### config.mk
export PLATFORM = sky130hd
export DESIGN_NAME = ky11_dma_arb
export DESIGN_NICKNAME = d
export VERILOG_FILES = /design/src/rtl/ky11_dma_pkg.sv /design/src/rtl/ky11_rr_pick.sv /design/src/rtl/ky11_dma_arb.sv
export SDC_FILE = /design/constraint.sdc
export NUM_CORES = 1
export LEC_CHECK = 0
export BUFFER_PORTS_ARGS = -buffer_cell sky130_fd_sc_hd__buf_2
export CORE_MARGIN = 2
export CORE_UTILIZATION = 35
export DETAILED_ROUTE_END_ITERATION = 7
export PLACE_DENSITY = 0.66
export SLEW_MARGIN = 0
export SYNTH_ARGS = -nofsm -noshare
export SYNTH_HDL_FRONTEND = slang
export SYNTH_HIERARCHICAL = 1
export SYNTH_SLANG_ARGS = --single-unit
### constraint.sdc
create_clock -name CLOCK -period 5.2 [get_ports CLOCK]
set_clock_uncertainty 0.15 [all_clocks]
set_input_delay 0.26 -clock CLOCK [delete_from_list [all_inputs] [get_ports CLOCK]]
set_output_delay 0.26 -clock CLOCK [all_outputs]
set_load 0.02 [all_outputs]
### src/rtl/ky11_dma_pkg.sv
// Shared KY11 DMA definitions: Unibus cycle codes, arbiter state encoding and
// the request record latched toward the engine.
package ky11_dma_pkg;

    localparam int ADDR_W = 18;
    localparam int DATA_W = 16;

    typedef enum logic [1:0] {
        DATI  = 2'd0,
        DATIP = 2'd1,
        DATO  = 2'd2,
        DATOB = 2'd3
    } dma_ctrl_e;

    typedef enum logic [2:0] {
        IDLE  = 3'd0,
        PICK  = 3'd1,
        ISSUE = 3'd2,
        WAIT  = 3'd3,
        DONE  = 3'd4,
        HOLD  = 3'd5
    } arb_state_e;

    typedef struct packed {
        logic [ADDR_W-1:0] addr;
        dma_ctrl_e         ctrl;
        logic [DATA_W-1:0] wdata;
    } dma_req_t;

endpackage

### src/rtl/ky11_rr_pick.sv
// Rotating-priority picker: grants the first valid requester after ptr,
// wrapping modulo NREQ. Purely combinational.
module ky11_rr_pick #(
    parameter int NREQ = 4,
    parameter int IW   = (NREQ > 1) ? $clog2(NREQ) : 1
) (
    input  logic [NREQ-1:0] valid,
    input  logic [IW-1:0]   ptr,
    output logic [NREQ-1:0] grant,
    output logic [IW-1:0]   idx
);

    function automatic logic [IW-1:0] wrap(input logic [IW-1:0] p, input int k);
        int j;
        j = int'(p) + k;
        if (j >= NREQ) j = j - NREQ;
        return IW'(j);
    endfunction

    always_comb begin
        grant = '0;
        idx   = '0;
        // Scan farthest-first so the nearest valid slot after ptr is left standing.
        for (int k = NREQ; k >= 1; k--) begin
            if (valid[wrap(ptr, k)]) begin
                grant              = '0;
                grant[wrap(ptr, k)] = 1'b1;
                idx                = wrap(ptr, k);
            end
        end
    end

endmodule

### src/rtl/ky11_dma_arb.sv
// Round-robin arbiter sharing the KY11 Unibus DMA engine among NREQ internal
// requesters, with grant hold for DATIP->DATO pairs and ARM dmalock deferral.
module ky11_dma_arb
    import ky11_dma_pkg::*;
#(
    parameter int NREQ    = 4,
    parameter int LOCKWIN = 16
) (
    input  logic                     CLOCK,
    input  logic                     RESET,
    input  logic                     init_in_h,
    input  logic [31:0]              arm_dmalock,
    input  logic [NREQ-1:0]          req_valid,
    input  logic [NREQ-1:0]          req_lock,
    input  logic [NREQ*ADDR_W-1:0]   req_addr,
    input  logic [NREQ*2-1:0]        req_ctrl,
    input  logic [NREQ*DATA_W-1:0]   req_wdata,
    output logic [NREQ-1:0]          req_ack,
    output logic [NREQ-1:0]          rsp_done,
    output logic [DATA_W-1:0]        rsp_rdata,
    output logic                     rsp_timo,
    output logic                     rsp_perr,
    output logic                     eng_start,
    output logic [ADDR_W-1:0]        eng_addr,
    output logic [1:0]               eng_ctrl,
    output logic [DATA_W-1:0]        eng_wdata,
    input  logic                     eng_done,
    input  logic [DATA_W-1:0]        eng_rdata,
    input  logic                     eng_timo,
    input  logic                     eng_perr
);

    localparam int IW = (NREQ > 1) ? $clog2(NREQ) : 1;
    localparam int CW = $clog2(LOCKWIN) + 1;

    arb_state_e      state;
    logic [IW-1:0]   ptr;
    logic [IW-1:0]   gnt;
    logic            lock;
    logic            lockreq;
    logic [CW-1:0]   win_cnt;
    dma_req_t        eng_q;
    dma_req_t        sel;
    logic [NREQ-1:0] pick_valid;
    logic [NREQ-1:0] pick_grant;
    logic [IW-1:0]   pick_idx;
    logic            arm_free;

    assign arm_free  = (arm_dmalock == 32'd0);
    assign eng_addr  = eng_q.addr;
    assign eng_ctrl  = eng_q.ctrl;
    assign eng_wdata = eng_q.wdata;

    // While the grant is held, only the current grantee is visible to the picker.
    always_comb begin
        pick_valid = req_valid;
        if (lock) begin
            pick_valid      = '0;
            pick_valid[gnt] = req_valid[gnt];
        end
    end

    ky11_rr_pick #(.NREQ(NREQ), .IW(IW)) u_pick (
        .valid (pick_valid),
        .ptr   (ptr),
        .grant (pick_grant),
        .idx   (pick_idx)
    );

    always_comb begin
        sel = '0;
        for (int i = 0; i < NREQ; i++) begin
            if (pick_idx == IW'(i)) begin
                sel.addr  = req_addr[i*ADDR_W +: ADDR_W];
                sel.ctrl  = dma_ctrl_e'(req_ctrl[i*2 +: 2]);
                sel.wdata = req_wdata[i*DATA_W +: DATA_W];
            end
        end
    end

    always_ff @(posedge CLOCK) begin
        if (RESET) begin
            state     <= IDLE;
            ptr       <= IW'(NREQ-1);
            gnt       <= '0;
            lock      <= 1'b0;
            lockreq   <= 1'b0;
            win_cnt   <= '0;
            eng_q     <= '0;
            eng_start <= 1'b0;
            req_ack   <= '0;
            rsp_done  <= '0;
            rsp_rdata <= '0;
            rsp_timo  <= 1'b0;
            rsp_perr  <= 1'b0;
        end else begin
            eng_start <= 1'b0;
            req_ack   <= '0;
            rsp_done  <= '0;
            case (state)
                IDLE: begin
                    if (!init_in_h && (req_valid != '0) && arm_free)
                        state <= PICK;
                end
                PICK: begin
                    if (init_in_h || (pick_valid == '0)) begin
                        lock  <= 1'b0;
                        state <= IDLE;
                    end else begin
                        ptr       <= pick_idx;
                        gnt       <= pick_idx;
                        eng_q     <= sel;
                        lockreq   <= req_lock[pick_idx];
                        eng_start <= 1'b1;
                        req_ack   <= pick_grant;
                        state     <= ISSUE;
                    end
                end
                ISSUE, WAIT: begin
                    if (init_in_h) begin
                        // Aborted cycle still completes toward the grantee, flagged as timeout.
                        rsp_done[gnt] <= 1'b1;
                        rsp_rdata     <= '0;
                        rsp_timo      <= 1'b1;
                        rsp_perr      <= 1'b0;
                        lockreq       <= 1'b0;
                        lock          <= 1'b0;
                        state         <= DONE;
                    end else if (state == ISSUE) begin
                        state <= WAIT;
                    end else if (eng_done) begin
                        rsp_done[gnt] <= 1'b1;
                        rsp_rdata     <= eng_rdata;
                        rsp_timo      <= eng_timo;
                        rsp_perr      <= eng_perr;
                        state         <= DONE;
                    end
                end
                DONE: begin
                    if (lockreq && !rsp_timo) begin
                        lock    <= 1'b1;
                        win_cnt <= '0;
                        state   <= HOLD;
                    end else begin
                        lock  <= 1'b0;
                        state <= IDLE;
                    end
                end
                HOLD: begin
                    if (init_in_h) begin
                        lock  <= 1'b0;
                        state <= IDLE;
                    end else if (req_valid[gnt] && arm_free) begin
                        state <= PICK;
                    end else if (win_cnt == CW'(LOCKWIN-1)) begin
                        lock  <= 1'b0;
                        state <= IDLE;
                    end else begin
                        win_cnt <= win_cnt + 1'b1;
                    end
                end
                default: state <= IDLE;
            endcase
        end
    end

`ifndef SYNTHESIS
    // A requester may only drop req_valid once its ack has been seen.
    logic [NREQ-1:0] pend_q;
    always_ff @(posedge CLOCK) begin
        if (RESET) pend_q <= '0;
        else       pend_q <= req_valid & ~req_ack;
    end
    always_ff @(posedge CLOCK) begin
        if (!RESET) assert ((pend_q & ~req_valid & ~req_ack) == '0);
    end
`endif

endmodule
# Word level (Yosys, flattened, before mapping)
# Index checks and enable logic that the tools add are counted.
[word_totals]
elab_cells = 180
reg_bits = 77
input_bits = 206
output_inout_bits = 63
[op_classes]
mux = 80
reduce_logical = 31
n_eq_ne = 22
n_lt_le_gt_ge = 19
n_bitwise = 4
add_sub_neg = 9
[op_table]
columns = ["operator", "count"]
rows = [
  ["$mux W36", 4],
  ["$mux W16", 3],
  ["$logic_not A32 Y1", 1],
  ["$mux W4", 8],
  ["$lt A2 B3 Y1 const B", 10],
  ["$mux W2", 13],
  ["$mux W1", 25],
  ["$mux W3", 8],
  ["$mux W5", 4],
  ["$ne A2 B2 Y1 const B", 9],
  ["$pmux W3 S5", 1],
  ["$bmux W1 S2", 6],
  ["$demux W1 S2", 5],
  ["$ge A2 B1 Y1 const B", 5],
  ["$pmux W5 S2", 1],
  ["$reduce_and A5 Y1", 2],
  ["$ge A3 B3 Y1 const B", 3],
  ["$logic_and A1 B1 Y1", 9],
  ["$reduce_and A3 Y1", 3],
  ["$ne A4 B4 Y1 const B", 2],
  ["$reduce_bool A4 Y1", 2],
  ["$sub A2 B1 Y2 const B", 4],
  ["$add A2 B2 Y3 const B", 2],
  ["$eq A3 B2 Y1 const B", 2],
  ["23 further kinds", 33],
]

# Depth between registers and ports, before layout
# Gate-level depths: netlist of the first run.
[depth]
word_depth = 17
depth_mapped = 12

# Hierarchy
# The synthesis of the first run kept the hierarchy.
[modules_own_cells]
columns = ["module", "n_inst", "area_per_inst_um2", "cells_each"]
rows = [
  ["ky11_dma_arb", 1, 3895.0, 416],
  ["ky11_rr_pick", 1, 431.7, 57],
]

# Least setup slack after synthesis of the first run
# OpenSTA, ideal clock, no wires.
[synth_timing]
kind = "reg2reg"
startpoint = "register ptr[1]"
endpoint = "register eng_q (netlist bit eng_addr[0])"
stages_incl_launch_ff = 13
setup_time_ns = 0.132
period_less_slack_ns = 3.644
path_slack_ns = 1.556
t_required_ns = 4.918
t_arrival_ns = 3.362
cell_sequence = "dfxtp_1 -> buf_2 -> inv_1 -> ha_1 -> mux2_2 -> mux2i_1 -> o211ai_1 -> o21ai_0 -> buf_2 -> buf_2 -> mux4_2 -> nand2_1 -> a21oi_1"
[synth_via]
elab_chain_cells = 14
elab_cells_between_ends = 36
[synth_rtl]
columns = ["item", "line_no", "source"]
rows = [
  ["start, declared", "ky11_dma_arb.sv:37", "logic [IW-1:0] ptr;"],
  ["start signal, assigned", "ky11_dma_arb.sv:84", "ptr <= IW'(NREQ-1);"],
  ["start signal, assigned", "ky11_dma_arb.sv:110", "ptr <= pick_idx;"],
  ["$add A2 B3 Y4", "ky11_rr_pick.sv:15", "j = int'(p) + k;"],
  ["$ge A4 B3 Y1 or $sub A2 B1 Y2 (tied branches)", "ky11_rr_pick.sv:16", "if (j >= NREQ) j = j - NREQ;"],
  ["$mux W2", "ky11_rr_pick.sv:16", ""],
  ["$bmux W1 S2", "ky11_rr_pick.sv:25", "if (valid[wrap(ptr, k)]) begin"],
  ["$mux W1 (implied by the code)", "ky11_rr_pick.sv:25", ""],
  ["$mux W2 (3 in series)", "ky11_rr_pick.sv:25", ""],
  ["$mux W2 (*)", "ky11_rr_pick.sv:25", ""],
  ["named net pick_idx[0]", "ky11_dma_arb.sv:46", "logic [IW-1:0] pick_idx;"],
  ["$logic_not A2 Y1", "ky11_dma_arb.sv:73", "if (pick_idx == IW'(i)) begin"],
  ["$mux W36 (3 in series)", "ky11_dma_arb.sv:73", ""],
  ["$mux W36 (*)", "ky11_dma_arb.sv:73", ""],
  ["end signal, assigned", "ky11_dma_arb.sv:112", "eng_q <= sel;"],
  ["end, declared", "ky11_dma_arb.sv:42", "dma_req_t eng_q;"],
]
# The timed path passes the listed nets; every way through them passes the cells marked *. The select of a mux whose other input is x is not followed.
# A chain may end at the register's enable or synchronous reset.

# Worst setup path after layout of the first run
[layout_timing]
startpoint = "register ptr[0]"
endpoint = "register eng_q (netlist bit eng_wdata[1])"
# Same word-level chain as after synthesis.

==> impl_metrics.tcl, run 1 <==
set metrics [dict create \
    cts_hold_buf 0 \
    fillerInstances 1129 \
    ys_types 44 \
    crit_chain "inv_1, ha_1, mux2_2, mux2i_1, o211ai_1, o21ai_4, buf_4, mux4_2, nand2_1, a21oi_1" \
    end_kind "register" \
    die_area_um2 13300 \
    ff2ff_path_depth 10 \
    maxCapViolCount 0 \
    relSlewSlack_pct 17.9 \
    cp.depth 10 \
    die_h_um 115 \
    ys_top_cells_by_area "dfxtp_1 (36%), mux4_2 (20%), nand2_1 (9.3%)" \
    synth_area_um2 4330 \
    io_pins 269 \
    cts_tree "built" \
    cp_num_buf_inv 2 \
    crit_type "register to register" \
    htreeDepth 3 \
    antenna_found_initial 1 \
    synth_cells 473 \
    drc 0 \
    min_from "eng_timo" \
    fmax_mhz 227 \
    cts.sinks 77 \
    yosys_warnings 6 \
    period_minus_slack_ps 4400 \
    power_frac_seq_pct 40.5 \
    worstSetupStartpointType "register" \
    grt_use_total_pct 21.4 \
    hold_viol_final 0 \
    synth_top_area_share_pct 35.6 \
    postRouteAntennaNets 0 \
    required_ps 5240 \
    worstPathMaxFanout 22 \
    clockPowerShare_pct 46.4 \
    p_sw_share_pct 22.2 \
    tightest_slew_ps 1230 \
    hold_class "input pin to register" \
    wl_um 14500 \
    port_buffers 268 \
    gp_congestion 0.825 \
    slew_viol_final 0 \
    avgSynthCellArea_um2 9.15 \
    drive_gt1_share_pct 47.0 \
    final_common_cell "buf_2" \
    grt_pass1_wl_um 22000 \
    seq_area_um2 1540 \
    clock_latency_ps 340 \
    rrSetupSlack_ps 800 \
    dr.pass1.iters 5 \
    area_growth_pct 40.7 \
    power.density_nw_per_um2 239 \
    yosys.area.top_type "dfxtp_1" \
    post-route-period-util_pct 84.7 \
    min_path_cells 3 \
    setup_viol 0 \
    worstPathArrival_ps 4440 \
    grt_max_degree 44 \
    drt-initial-drc-count 298 \
    synth_ff_type "dfxtp_1" \
    cts_resized 0 \
    viasPerCell 5.22 \
    final_cell_mix "buf_2 (268), nand2_1 (107), dfxtp_1 (77), a21oi_1 (68), mux4_2 (39)" \
    initial_core_util_pct 35.9 \
    p_switching_mw 0.323 \
    critPathMaxStageDelay_ps 670 \
    ir_drop_mv 0.134 \
    power_frac_comb_pct 13.2 \
    grt_pass1_vias 4524 \
    clk_pin_slew_ps 60 \
    fin_nets 934 \
    fin_tns_setup_ps 0 \
    fin_util_pct 50.5 \
    status "complete, no violations" \
    cts_setup_buffers 0 \
    cp_slowest_cell "dfxtp_1" \
    ys_seq_area_share_pct 35.6 \
    placementRows 40 \
    cp_top_family "multiplexers" \
    num_vias 4658 \
    synth_nets 687 \
    core_area_um2 12100 \
    numCtsBuffers 9 \
    min_to "rsp_timo$_SDFFE_PP0P_" \
    cts_root_buf "clkbuf_16" \
    avgRoutedWirePerCell_um 16.2 \
    r2r_start "ptr[0]$_SDFFE_PP1P_" \
    die_w_um 115 \
    grt_overflow 0 \
    p_int_mw 1.13 \
    synth-edff-count 0 \
    dpl.hpwl_um 11300 \
    multi_input_area_um2 2620 \
    leakagePower_nw 2.61 \
    rsz0062_at_grt "false" \
    timing.rr.end "eng_wdata[1]$_SDFFE_PP0P_" \
    clockBufferDepth 2 \
    synth-async-reset-ratio_pct 0 \
    synth-seq-cells 77 \
]
worst reg2reg max path, stage by stage, from the launching register on:
cell and delay (ps):
dfxtp_1 670, inv_1 250, ha_1 440, mux2_2 360, mux2i_1 550, o211ai_1 260, o21ai_4 420, buf_4 480
mux4_2 540, nand2_1 80, a21oi_1 60
how the worst max path moves through the flow:
stage / from / to
after floorplan: ptr[1]$_SDFFE_PP1P_ / eng_addr[0]$_SDFFE_PP0P_
after global placement: ptr[0]$_SDFFE_PP1P_ / eng_ctrl[1]$_SDFFE_PP0P_
after detailed placement: ptr[0]$_SDFFE_PP1P_ / eng_wdata[1]$_SDFFE_PP0P_
after CTS: ptr[0]$_SDFFE_PP1P_ / eng_wdata[1]$_SDFFE_PP0P_
after global routing: ptr[0]$_SDFFE_PP1P_ / eng_ctrl[1]$_SDFFE_PP0P_
final: ptr[0]$_SDFFE_PP1P_ / eng_wdata[1]$_SDFFE_PP0P_
final cells by class:
type                    instances  share of cell area [%]
clock buffers                  10                    3.93
inverters                       7                   0.432
repair buffers                272                    22.5
flip-flops and latches         77                    25.3
well taps                     168                    3.45
clock inverters                 5                    1.23
diodes                          1                  0.0411
multi-input cells             353                    43.1
layer usage:
metal | vias to the layer above | part of all wire, % | GRT usage (%)
met3 | 25 | 8.3 | 5.64
met1 | 2195 | 36 | 23.9
met5 | - | 0 | 0
met2 | 207 | 52 | 38.5
li1 | 2231 | - | -
met4 | 0 | 2.9 | 9.08
stage by stage:
step	hold WS, ps	instance area [µm²]	instances	setup WS [ps]	total power, mW
4_1_cts	26.9	6090	892	776	1.47
2_1_floorplan	278	4330	473	1560	0.705
3_3_place_gp	285	5770	877	1010	0.792
6_report	37.8	6090	893	798	1.46
3_5_place_dp	292	5770	877	800	0.796
5_1_grt	46.4	6090	893	400	1.51
logic make-up (layout without fill, tap and decap cells):
family	count (synthesis)	count (layout)	synth area share (%)
AND/OR/NAND/NOR	196	196	21.7
adder cells (fa/ha/maj)	8	8	2.31
multiplexers	47	47	22.2
flip-flops	77	77	35.6
other	0	1	0
AO/OA/AOI/OAI	102	102	13.6
buffers and inverters	43	294	4.51
Yosys cell counts (all sizes together), types with 4 or more instances:
master  count
clkbuf     20
nor2       12
nand4b      4
a21oi      71
o21ai      10
nor4       12
mux2i       5
and2        5
or3         4
buf        16
ha          8
inv         7
dfxtp      77
a41oi       4
or4         5
a21boi      5
nand2     107
nand2b      5
nand3      23
nor3        7
mux4       39
power groups by stage:
stage | combinational (mW) | clock (mW) | sequential (mW)
2_1_floorplan | 0.102 | 0 | 0.603
3_3_place_gp | 0.189 | 0 | 0.603
3_5_place_dp | 0.193 | 0 | 0.603
4_1_cts | 0.194 | 0.689 | 0.590
5_1_grt | 0.210 | 0.711 | 0.589
6_report | 0.192 | 0.676 | 0.590
state kept, by name, indices dropped and copies added (netlist names), 2 cells and up:
register and count:
eng_addr 18, eng_wdata 16, rsp_rdata 16, win_cnt 5
req_ack 4, rsp_done 4, state 3, eng_ctrl 2
gnt 2, ptr 2
Note: power is estimated with default switching activity, not from simulation.
==> inputs of run 2 (changes only) <==
==> constraint.sdc (replaced) <==
create_clock -name CLOCK -period 4.5 [get_ports CLOCK]
set_clock_uncertainty 0.15 [all_clocks]
set_input_delay 0.225 -clock CLOCK [delete_from_list [all_inputs] [get_ports CLOCK]]
set_output_delay 0.225 -clock CLOCK [all_outputs]
set_load 0.02 [all_outputs]
==> run 2 against run 1 <==
Compared with the run above: register-to-register slack gained 30 ps; combinational power grew 18%; power grew 18%; global-route usage shrank 0.056 points; critical endpoint is now lockreq$_SDFFE_PP0P_; hold slack lost 25 ps; largest power group unchanged; cell count grew 0.11%; largest cell class unchanged.
==> impl_metrics.tcl, run 2 (synthesis gave the netlist of run 1 again) <==
set metrics [dict create \
    required_ps 4530 \
    die_w_um 115 \
    leakagePower_nw 2.62 \
    grt_pass1_wl_um 22300 \
    ir_drop_mv 0.132 \
    pre_cts_ws_ps 811 \
    cts_setup_buffers 0 \
    die_area_um2 13300 \
    hold_class "input pin to register" \
    postRouteAntennaNets 0 \
    io_pins 269 \
    maxCapViolCount 0 \
    grt_max_degree 44 \
    status "complete, no violations" \
    fin_nets 935 \
    cts_resized 0 \
    setup_viol 0 \
    antenna_found_initial 2 \
    num_vias 4637 \
    slew_viol_final 0 \
    final_cell_area_um2 6120 \
    tightest_slew_ps 1210 \
    clock_latency_ps 330 \
    power.density_nw_per_um2 281 \
    area_growth_pct 41.5 \
    rsz0062_at_grt "false" \
    drt-initial-drc-count 216 \
    clk_pin_slew_ps 60 \
    worstPathArrival_ps 3700 \
    avgRoutedWirePerCell_um 16.1 \
    worstSetupStartpointType "register" \
    fin_tns_setup_ps 0 \
    grt_use_total_pct 21.4 \
    cts.sinks 77 \
    initial_core_util_pct 35.9 \
    fmax_mhz 272 \
    whs_ps 12.8 \
    dpl.hpwl_um 11200 \
    wl_um 14400 \
    htreeDepth 3 \
    hold_viol_final 0 \
    core_area_um2 12100 \
    setup_ws_ps 825 \
    grt_pass1_vias 4593 \
    placementRows 40 \
    p_total_mw 1.72 \
    postPlaceCellArea_um2 5790 \
    viasPerCell 5.19 \
    end_kind "register" \
    crit_type "register to register" \
    worstPathMaxFanout 38 \
    cts_tree "built" \
    relSlewSlack_pct 19.2 \
    period_minus_slack_ps 3670 \
    final_cell_mix "buf_2 (268), nand2_1 (107), dfxtp_1 (77), a21oi_1 (68), mux4_2 (39)" \
    numCtsBuffers 9 \
    cts_hold_buf 0 \
    dr.pass1.iters 4 \
    port_buffers 268 \
    largest_register_ffs 18 \
    grt_overflow 0 \
    drive_gt1_share_pct 46.9 \
    post-route-period-util_pct 81.7 \
    die_h_um 115 \
    drc 0 \
    final_common_cell "buf_2" \
    gp_congestion 0.830 \
    clockBufferDepth 2 \
    cts_root_buf "clkbuf_16" \
]
## run 2: changes by cell type in the layout (fill, tap and decap cells not counted)
cell,previous run,this run
clkbuf_8,1,0
clkinv_2,3,2
buf_12,0,1
clkbuf_1,0,1
bufinv_16,2,3
## run 2: layer usage
layer | vias up | part of all wire (%) | global-route usage, %
met5 | - | 0 | 0
met4 | 0 | 1.1 | 6.35
met3 | 13 | 7.1 | 5.17
met2 | 184 | 55 | 40.5
met1 | 2207 | 37 | 23.5
li1 | 2233 | - | -
## run 2: layout make-up
type | instances | area (µm²)
clock buffers | 10 | 229
multi-input cells | 353 | 2620
flip-flops and latches | 77 | 1540
clock inverters | 5 | 100
fillers | 1136 | 5940
well taps | 168 | 210
inverters | 7 | 26.3
diodes | 1 | 2.50
repair buffers | 273 | 1390
## run 2: final timing paths
path,from,endpoint,slack (ps),cells past startpoint
worst max-delay path,ptr[0]$_SDFFE_PP1P_,lockreq$_SDFFE_PP0P_,830,11
worst min-delay path,eng_rdata[13],rsp_rdata[13]$_SDFFE_PP0P_,10,3
worst max register to register,ptr[0]$_SDFFE_PP1P_,lockreq$_SDFFE_PP0P_,830,11
worst min register to register,rsp_rdata[0]$_SDFFE_PP0P_,rsp_rdata[0]$_SDFFE_PP0P_,300,2
## run 2: power by group
group	total, mW	leakage, nW	switching [mW]	internal (mW)
clock	0.812	0.162	0.275	0.537
sequential	0.682	0.620	0.00000199	0.682
combinational	0.226	1.84	0.0896	0.137
## run 2: worst max-delay path: stages, from the launching register on
cell and delay, ps:
dfxtp_1 690, inv_1 250, ha_1 430, mux2_2 370, mux2i_1 140, buf_4 190
o211ai_1 140, o21ai_4 130, buf_12 290, mux4_2 530, nor2_1 130, a2111oi_2 70
## run 2: metrics by stage
stage	cells	utilization [%]
after floorplan	473	-
after global placement	878	48.0
after detailed placement	878	48.0
after CTS	893	50.7
after global routing	894	50.8
final	894	50.8
==> inputs of run 3 (changes only) <==
--- a/config.mk
+++ b/config.mk
@@ -5,6 +5,7 @@
 export SDC_FILE = /design/constraint.sdc
 export NUM_CORES = 1
 export LEC_CHECK = 0
+export ABC_AREA = 1
 export BUFFER_PORTS_ARGS = -buffer_cell sky130_fd_sc_hd__buf_2
 export CORE_MARGIN = 2
 export CORE_UTILIZATION = 35
==> constraint.sdc (replaced) <==
create_clock -name CLOCK -period 3.6 [get_ports CLOCK]
set_clock_uncertainty 0.15 [all_clocks]
set_input_delay 0.18 -clock CLOCK [delete_from_list [all_inputs] [get_ports CLOCK]]
set_output_delay 0.18 -clock CLOCK [all_outputs]
set_load 0.02 [all_outputs]
==> run 3 against run 2 <==
Compared with the run above: die area shrank 2.3%; power grew 27%; synthesized area shrank 2.4%; combinational power grew 77%; maximum frequency grew 10%; routed wire length grew 19%; core utilization grew 7.1 points; final area grew 13%; sequential share of layout area shrank 2.8 points; largest power group unchanged.
==> impl_metrics.tcl, run 3 <==
set metrics [dict create \
    status "complete, no violations" \
    synth-edff-count 0 \
    worstPathMaxFanout 27 \
    wl_um 17100 \
    drt-initial-drc-count 359 \
    hold_viol_final 0 \
    worstPathArrival_ps 3380 \
    gp_congestion 0.912 \
    crit_chain "inv_2, ha_1, inv_1, nand3_1, nand2_2, nand2_1, clkinv_1, o21ai_0, nand2_1, inv_1, nor2_4, buf_12, a22o_1, a221oi_1, o21ai_1" \
    viasPerCell 5.18 \
    min_from "req_wdata[63]" \
    htreeDepth 3 \
    cts_resized 0 \
    cts.sinks 77 \
    core_area_um2 11900 \
    grt_use_total_pct 25.4 \
    ys_top_cells_by_area "dfxtp_1 (36%), nand2_1 (12%), a221oi_1 (7.5%)" \
    grt_overflow 0 \
    numCtsBuffers 9 \
    rrSetupSlack_ps 270 \
    fillerInstances 1082 \
    cts_hold_buf 89 \
    synth_ff_type "dfxtp_1" \
    cts_tree "built" \
    clock_latency_ps 340 \
    setup_viol 0 \
    rsz0062_at_grt "false" \
    synth_nets 811 \
    grt_pass1_vias 5490 \
    period_minus_slack_ps 3330 \
    synth_cells 597 \
    avgRoutedWirePerCell_um 15.7 \
    placementRows 40 \
    fin_tns_setup_ps 0 \
    ys_types 33 \
    final_common_cell "buf_2" \
    r2r_start "ptr[0]$_SDFFE_PP1P_" \
    die_area_um2 13000 \
    synth_most_common_cell "nand2_1" \
    worstSetupStartpointType "register" \
    io_pins 269 \
    die_w_um 114 \
    synth-async-reset-ratio_pct 0 \
    num_vias 5658 \
    tightest_slew_ps 818 \
    avgSynthCellArea_um2 7.08 \
    hold_class "input pin to register" \
    grt_max_degree 44 \
    timing.rr.end "eng_wdata[5]$_SDFFE_PP0P_" \
    ir_drop_mv 0.167 \
    p_total_mw 2.18 \
    port_buffers 268 \
    drive_gt1_share_pct 33.1 \
    leakagePower_nw 3.37 \
    cp_slowest_cell "dfxtp_1" \
    synth-seq-cells 77 \
    clockBufferDepth 2 \
    fin_nets 1153 \
    yosys.area.top_type "dfxtp_1" \
    clk_pin_slew_ps 60 \
    post-route-period-util_pct 92.4 \
    ff2ff_path_depth 15 \
    area_growth_pct 63.1 \
    die_h_um 114 \
    maxCapViolCount 0 \
    initial_core_util_pct 35.5 \
    grt_pass1_wl_um 25900 \
    synth_area_um2 4220 \
    min_to "eng_wdata[15]$_SDFFE_PP0P_" \
    antenna_found_initial 0 \
    cts_root_buf "clkbuf_16" \
    final_cell_mix "buf_2 (268), nand2_1 (136), dlygate4sd3_1 (89), dfxtp_1 (77), nand3_1 (58)" \
    relSlewSlack_pct 45.3 \
    synth_top_area_share_pct 36.5 \
    largest_register_ffs 18 \
    crit_type "register to register" \
    slew_viol_final 0 \
    postRouteAntennaNets 0 \
    dr.pass1.iters 5 \
    required_ps 3650 \
    min_path_cells 3 \
    critPathMaxStageDelay_ps 540 \
    fmax_mhz 301 \
    yosys_warnings 6 \
    power.density_nw_per_um2 316 \
    drc 0 \
    ys_seq_area_share_pct 36.5 \
    end_kind "register" \
    dpl.hpwl_um 11200 \
    cts_setup_buffers 0 \
    synth_common_cells "nand2_1 (136), dfxtp_1 (77), nand3_1 (58), nor2_1 (47), inv_1 (38)" \
]
run 3: kinds of logic (layout without fill, tap and decap cells):
family,Yosys count,count (layout),synth area share [%]
AO/OA/AOI/OAI,143,143,22.7
other,0,1,0
XOR/XNOR,1,1,0.207
AND/OR/NAND/NOR,288,288,30.7
buffers and inverters,80,427,7.49
adder cells (fa/ha/maj),8,8,2.37
flip-flops,77,77,36.5
run 3: stage by stage:
step	util (%)	setup WS (ps)	instances	hold slack (ps)	cell area (µm²)
after global placement	47.8	462	986	253	5700
final	57.8	274	1092	3.17	6890
after floorplan	-	779	597	162	4220
after CTS	57.8	330	1091	0.497	6890
after detailed placement	47.8	351	986	261	5700
after global routing	57.8	67.8	1091	9.98	6890
run 3: final cells by class:
type	count	area, µm²	share of cell area, %
clock buffers	11	243	3.52
repair buffers	365	2300	33.5
well taps	147	184	2.67
diodes	1	2.50	0.0363
clock inverters	5	57.6	0.835
inverters	46	173	2.51
multi-input cells	440	2380	34.6
flip-flops and latches	77	1540	22.4
run 3: how the worst max path moves through the flow:
stage / depth (start not counted) / slack [ps] / end / from
2_1_floorplan: 14 / 780 / eng_addr[1]$_SDFFE_PP0P_ / ptr[0]$_SDFFE_PP1P_
3_3_place_gp: 15 / 460 / eng_wdata[5]$_SDFFE_PP0P_ / ptr[0]$_SDFFE_PP1P_
3_5_place_dp: 15 / 350 / eng_wdata[5]$_SDFFE_PP0P_ / ptr[0]$_SDFFE_PP1P_
4_1_cts: 15 / 330 / eng_wdata[5]$_SDFFE_PP0P_ / ptr[0]$_SDFFE_PP1P_
5_1_grt: 15 / 70 / eng_wdata[5]$_SDFFE_PP0P_ / ptr[0]$_SDFFE_PP1P_
6_report: 15 / 270 / eng_wdata[5]$_SDFFE_PP0P_ / ptr[0]$_SDFFE_PP1P_
run 3: critical path, delay by kind of cell, from the launching register on:
family | cells | cell delay (ps)
AO/OA/AOI/OAI | 4 | 820
buffers and inverters | 5 | 720
AND/OR/NAND/NOR | 5 | 560
flip-flops | 1 | 540
adder cells (fa/ha/maj) | 1 | 390
run 3: layer usage:
layer  vias up  part of all wire, %  GRT usage (%)
met1      2529                   39           27.4
met3        54                  8.3           7.33
met4         0                  4.2           15.0
met5         -                    0              0
met2       296                   49           44.4
li1       2779                    -              -
run 3: where the power goes:
group          internal (mW)  switching (mW)  leakage, nW
sequential             0.852    0.0000000928        0.620
clock                  0.557           0.369        0.150
combinational          0.219           0.181         2.60
